## src/rtl/gpnae_pkg.sv

```systemverilog
// Shared types for the gpnae feeder: FSM state encoding
// and the operation codes carried on the control word.
package gpnae_pkg;

  typedef enum logic [2:0] {
    FD_IDLE,
    FD_LOAD,
    FD_SEND,
    FD_WAIT,
    FD_RESULT
  } feeder_state_e;

  localparam logic [1:0] CTRL_SELU    = 2'b01;
  localparam logic [1:0] CTRL_SIGMOID = 2'b10;
  localparam logic [1:0] CTRL_TANH    = 2'b11;

endpackage

```

## src/rtl/gpnae_feeder_buf.sv

```systemverilog
// Sample buffer for the gpnae feeder: one synchronous
// write port, one combinational read port, no reset.
module gpnae_feeder_buf #(
  parameter int DATA_WIDTH = 32,
  parameter int ADDR_LINES = 5
) (
  input  logic                  clk_i,
  input  logic                  we,
  input  logic [ADDR_LINES-1:0] waddr,
  input  logic [DATA_WIDTH-1:0] wdata,
  input  logic [ADDR_LINES-1:0] raddr,
  output logic [DATA_WIDTH-1:0] rdata
);

  localparam int DEPTH = 1 << ADDR_LINES;

  logic [DATA_WIDTH-1:0] mem [DEPTH];

  always_ff @(posedge clk_i) begin
    if (we) mem[waddr] <= wdata;
  end

  assign rdata = mem[raddr];

endmodule

```

## src/rtl/gpnae_feeder.sv

```systemverilog
// Stream source for the gpnae engine: buffer, replay, await result.
// Optional done-wait timeout: define GPNAE_FEEDER_TIMEOUT_EN.
module gpnae_feeder
  import gpnae_pkg::*;
#(
  parameter int DATA_WIDTH     = 32,
  parameter int ADDR_LINES     = 5,
  parameter int CONTROL_WIDTH  = 2,
  parameter int TIMEOUT_CYCLES = 1024
) (
  input  logic                     clk_i,
  input  logic                     rst_i,
  input  logic                     start_i,
  input  logic [CONTROL_WIDTH-1:0] control_word_i,
  output logic                     busy_o,
  input  logic [DATA_WIDTH-1:0]    load_data_i,
  input  logic                     load_valid_i,
  input  logic                     load_last_i,
  output logic                     load_ready_o,
  output logic [DATA_WIDTH-1:0]    sig_o,
  output logic                     wr_en_o,
  output logic                     last_o,
  output logic [ADDR_LINES-1:0]    terms_o,
  output logic [CONTROL_WIDTH-1:0] ctrl_o,
  input  logic                     full_i,
  input  logic                     done_i,
  input  logic [DATA_WIDTH-1:0]    result_i,
  output logic [DATA_WIDTH-1:0]    res_data_o,
  output logic                     res_valid_o,
  input  logic                     res_ready_i,
  output logic                     res_error_o
);

  feeder_state_e state_q, state_d;

  logic [ADDR_LINES-1:0]    wptr_q;
  logic [ADDR_LINES-1:0]    rptr_q;
  logic [ADDR_LINES-1:0]    terms_q;
  logic [CONTROL_WIDTH-1:0] ctrl_q;
  logic [DATA_WIDTH-1:0]    res_data_q;
  logic [DATA_WIDTH-1:0]    rd_data;

  logic load_hs;
  logic load_end;
  logic send_end;
  logic timeout;

  assign load_hs  = load_valid_i && load_ready_o;
  assign load_end = load_hs && (load_last_i || (&wptr_q));
  assign send_end = wr_en_o && (rptr_q == terms_q);

  gpnae_feeder_buf #(
    .DATA_WIDTH(DATA_WIDTH),
    .ADDR_LINES(ADDR_LINES)
  ) u_buf (
    .clk_i(clk_i),
    .we   (load_hs),
    .waddr(wptr_q),
    .wdata(load_data_i),
    .raddr(rptr_q),
    .rdata(rd_data)
  );

  always_ff @(posedge clk_i) begin
    if (rst_i) state_q <= FD_IDLE;
    else       state_q <= state_d;
  end

  always_comb begin
    state_d = state_q;
    unique case (state_q)
      FD_IDLE:   if (start_i) state_d = FD_LOAD;
      FD_LOAD:   if (load_end) state_d = FD_SEND;
      FD_SEND:   if (send_end) state_d = FD_WAIT;
      FD_WAIT:   if (done_i || timeout) state_d = FD_RESULT;
      FD_RESULT: if (res_ready_i) state_d = FD_IDLE;
      default:   state_d = FD_IDLE;
    endcase
  end

  always_comb begin
    busy_o       = (state_q != FD_IDLE);
    load_ready_o = (state_q == FD_LOAD);
    wr_en_o      = (state_q == FD_SEND) && !full_i;
    sig_o        = '0;
    if (state_q == FD_SEND) sig_o = rd_data;
    last_o       = wr_en_o && (rptr_q == terms_q);
    res_valid_o  = (state_q == FD_RESULT);
  end

  always_ff @(posedge clk_i) begin
    if (rst_i) begin
      wptr_q  <= '0;
      rptr_q  <= '0;
      terms_q <= '0;
      ctrl_q  <= '0;
    end else begin
      unique case (state_q)
        FD_IDLE: begin
          wptr_q <= '0;
          rptr_q <= '0;
          if (start_i) ctrl_q <= control_word_i;
        end
        FD_LOAD: begin
          if (load_hs) wptr_q <= wptr_q + 1'b1;
          // N-1 is simply the address of the final sample
          if (load_end) terms_q <= wptr_q;
        end
        FD_SEND: begin
          if (wr_en_o) rptr_q <= rptr_q + 1'b1;
        end
        default: ;
      endcase
    end
  end

  assign terms_o = terms_q;
  assign ctrl_o  = ctrl_q;

`ifdef GPNAE_FEEDER_TIMEOUT_EN
  localparam int TW = $clog2(TIMEOUT_CYCLES) + 1;

  logic [TW-1:0] to_cnt_q;
  logic          res_err_q;

  always_ff @(posedge clk_i) begin
    if (rst_i || state_q != FD_WAIT) to_cnt_q <= '0;
    else                             to_cnt_q <= to_cnt_q + 1'b1;
  end

  assign timeout = (state_q == FD_WAIT) &&
                   (to_cnt_q == TW'(TIMEOUT_CYCLES - 1));

  // done_i takes priority over a coincident timeout
  always_ff @(posedge clk_i) begin
    if (rst_i) begin
      res_data_q <= '0;
      res_err_q  <= 1'b0;
    end else if (state_q == FD_WAIT) begin
      if (done_i) begin
        res_data_q <= result_i;
        res_err_q  <= 1'b0;
      end else if (timeout) begin
        res_data_q <= '0;
        res_err_q  <= 1'b1;
      end
    end
  end

  assign res_error_o = res_err_q;
`else
  logic unused_timeout;

  assign unused_timeout = (TIMEOUT_CYCLES == 0);
  assign timeout        = 1'b0;

  always_ff @(posedge clk_i) begin
    if (rst_i) res_data_q <= '0;
    else if (state_q == FD_WAIT && done_i)
      res_data_q <= result_i;
  end

  assign res_error_o = 1'b0;
`endif

  assign res_data_o = res_data_q;

endmodule

```

## config.mk

```make
export PLATFORM = sky130hd
export DESIGN_NAME = gpnae_feeder
export DESIGN_NICKNAME = d
export VERILOG_FILES = /design/src/rtl/gpnae_pkg.sv /design/src/rtl/gpnae_feeder_buf.sv /design/src/rtl/gpnae_feeder.sv
export SDC_FILE = /design/constraint.sdc
export NUM_CORES = 1
export LEC_CHECK = 0
export BUFFER_PORTS_ARGS = -buffer_cell sky130_fd_sc_hd__buf_2
export CAP_MARGIN = 5
export CELL_PAD_IN_SITES_DETAIL_PLACEMENT = 0
export CELL_PAD_IN_SITES_GLOBAL_PLACEMENT = 1
export CORE_ASPECT_RATIO = 0.9
export CORE_MARGIN = 3
export CORE_UTILIZATION = 40
export DETAILED_ROUTE_END_ITERATION = 6
export PLACE_DENSITY_LB_ADDON = 0.08
export SYNTH_ARGS = -nofsm -noshare
export SYNTH_HDL_FRONTEND = slang
export SYNTH_HIERARCHICAL = 1
export SYNTH_SLANG_ARGS = --single-unit
```

## constraint.sdc

```tcl
create_clock -name clk_i -period 6.2 [get_ports clk_i]
set_input_delay 0.93 -clock clk_i [delete_from_list [all_inputs] [get_ports clk_i]]
set_output_delay 0.93 -clock clk_i [all_outputs]
set_load 0.05 [all_outputs]
```

==> reports/qor.csv <==
metric,value,unit
initial antenna violation count,10,
IO buf count,149,
Post-CTS Setup Repair Bufs,0,
WL final,121000,µm
"Seq/Total Area, Yosys",0.754,
Synth top area share,0.730,
area of the multi-input gates,0.00975,mm²
warnings from Yosys,6,
top post-synthesis cells by area,"edfxtp_1 (73%), mux2i_1 (12%), dfxtp_1 (2.5%)",
Post-Syn Area,0.0421,mm²
Num Clock Sinks,1076,
root buf cell,clkbuf_16,
layout cells sized above 1,0.155,
reg2reg path depth,5,
die area,0.109,mm²
"EDFF count, synth",1024,
syn nets,2591,
DR vias/cell,5.52,
Max Cap Viol,0,
fin. max-slew vios,0,
CTS Buf Count,111,
final setup fails,0,
Yosys reg bits,1076,
crit path cell chain,nor2b_4 > buf_4 > a22o_1 > nor3_1 > a31oi_1 > nand3_1 > and2_1 > buf_2,
via count,22900,
Leak Pwr,14.9,nW
CP arrival,3.98,ns
FP Rows,112,
largest net degree at the start of global routing,93,
maximum achievable frequency,0.204,GHz
pwr dens,318,mW/mm²
CTS Hold Bufs,0,
post-route ant nets,0,
H-tree depth,3,
Initial Util,0.405,
placed inst area,0.0446,mm²
peak supply drop,216,µV
clk slew on worst S/H paths,0.06,ns
dpl hpwl,67100,µm
CP required,5.27,ns
"FFs w/ async S/R, synth",0,
routed len/inst,29.1,µm
slowest cell on the critical path,nor2b_4,
"Clk Latency, worst-skew pair",0.68,ns
core area,0.104,mm²
TNS Setup,0,ns
Worst Setup Start Kind,flop,
RSZ-0062 raised after global routing,no,
1st-iter DRT viols,1965,
Final Skew,0.0147,ns
"area leader, netlist",edfxtp_1,
register area,0.0318,mm²
WHS Path Cells,2,
final estimated routing congestion in global placement,0.788,
period utilisation layout,0.793,
die width,348,µm
design area,0.0485,mm²
Worst Max-Slew Pin Slew,1.19,ns
delay of the slowest critical-path stage,1.02,ns
clock buffer depth,3,
vias in the first global route,23200,
synthesized area per cell,16.8,µm²
status,finished clean,
Syn Inst Count,2514,
flop2flop setup slack,2.67,ns
final hold violation count,0,
Top Ports,151,
total global routing overflow,0,
final net count,2772,
DIE HEIGHT,314,µm
first drt pass iteration count,5,
post-layout min period,4.91,ns
Layout area overhead,15.1,%
first-pass GRT wire length,171000,µm
top_reg_cell synth,edfxtp_1,
CP endpoint kind,primary output,
crit path kind,flop to primary output,
Fillers,8922,
Slew headroom,0.205,
# resized after CTS,0,
TritonCTS clock tree,yes,
GRT Total Usage,0.219,
Hold Path Class,flop to flop,
number of distinct library cells after synthesis,42,
Worst Path Max Fanout,30,
DR DRC count,0,
[layer usage]
layer / share of wire / wire (µm) / global-route usage
met1: 0.46 / 55400 / 0.316
met2: 0.46 / 55500 / 0.340
met3: 0.060 / 7200 / 0.0474
met4: 0.023 / 2760 / 0.0541
met5: 0.00036 / 44 / 0
[final cells by class]
| type | count | area share |
|---|---|---|
| multi-input cells | 1287 | 0.201 |
| well taps | 1368 | 0.0353 |
| diodes | 3 | 0.000155 |
| clock inverters | 69 | 0.0172 |
| repair buffers | 216 | 0.0287 |
| clock buffers | 138 | 0.0621 |
| inverters | 3 | 0.000232 |
| flip-flops and latches | 1076 | 0.655 |
[flip-flops by register name, indices dropped and copies added (netlist names)]
signal      count
rptr_q          5
res_data_o     32
terms_o         5
state_q         3
u_buf/mem    1024
wptr_q          5
ctrl_o          2
[kinds of logic after synthesis]
logic type,count (synthesis),share of synthesized area
buffers and inverters,151,0.0210
DFF,1076,0.754
adders and majority gates,3,0.000891
other,1,0.0000890
xor gates and xnor gates,11,0.00229
muxes,517,0.123
AOI/OAI and AO/OA,334,0.0528
and+or+nand+nor,421,0.0458
[cells in the final DEF (no fill, tap or decap), types with 16 or more instances in the layout]
cell type,synthesis,final
mux2i_1,517,517
edfxtp_1,1024,1024
dfxtp_1,52,51
a31oi_1,32,32
a22oi_1,98,98
a21oi_1,132,132
nor3_1,36,36
buf_2,32,149
clkbuf_16,0,115
buf_4,38,55
a22o_1,64,64
clkbuf_1,54,18
nor2_4,0,34
bufinv_16,0,19
nand2_1,170,169
nand3_1,102,102
and2_1,33,32
clkinv_1,0,24
clkinv_2,0,16
nor2_1,53,18
[path summary, 6_finish.rpt]
path,from,to
worst max-delay path,rptr_q[2],sig_o[8]
worst min-delay path,res_data_o[9],res_data_o[9]
worst max register to register,state_q[0],u_buf/mem[25][24]
worst min register to register,res_data_o[9],res_data_o[9]
[cells in the mapped netlist, drive strengths merged, types with 2 or more instances]
cell and n:
a211oi 2, a21oi 132, a22o 64, a22oi 98, a31oi 32, and2 33
and3 2, buf 92, clkbuf 56, dfxtp 52, edfxtp 1024, ha 3
inv 3, mux2i 517, nand2 170, nand2b 5, nand3 102, nand3b 5
nand4 3, nor2 53, nor3 36, nor4 2, o21ai 2, or2 3
or3b 3, xnor2 3, xor2 8
[report_power, final]
part / switching [W] / internal, W / total, W / leakage (nW)
registers: 0.0000155 / 0.00797 / 0.00799 / 9.63
clock network: 0.00277 / 0.00422 / 0.00699 / 1.87
logic: 0.000317 / 0.000133 / 0.000450 / 3.45
[stage by stage]
step	worst slack, ns	util	power, W	instances	hold slack [ns]
6_report	1.29	0.466	0.0154	4160	0.456
5_1_grt	1.10	0.466	0.0159	4157	0.446
4_1_cts	1.28	0.466	0.0156	4156	0.437
3_5_place_dp	2.01	0.429	0.00860	3949	0.448
3_3_place_gp	2.03	0.429	0.00859	3949	0.441
2_1_floorplan	2.48	-	0.00839	2514	0.526
[critical path: cells and delay by family (launching register included)]
family / cells / cell delay (ns)
buffers and inverters: 2 / 0.62
flip-flops: 1 / 0.54
AO/OA/AOI/OAI: 2 / 0.37
AND/OR/NAND/NOR: 4 / 1.74
Power figures use the tool's default switching activity.
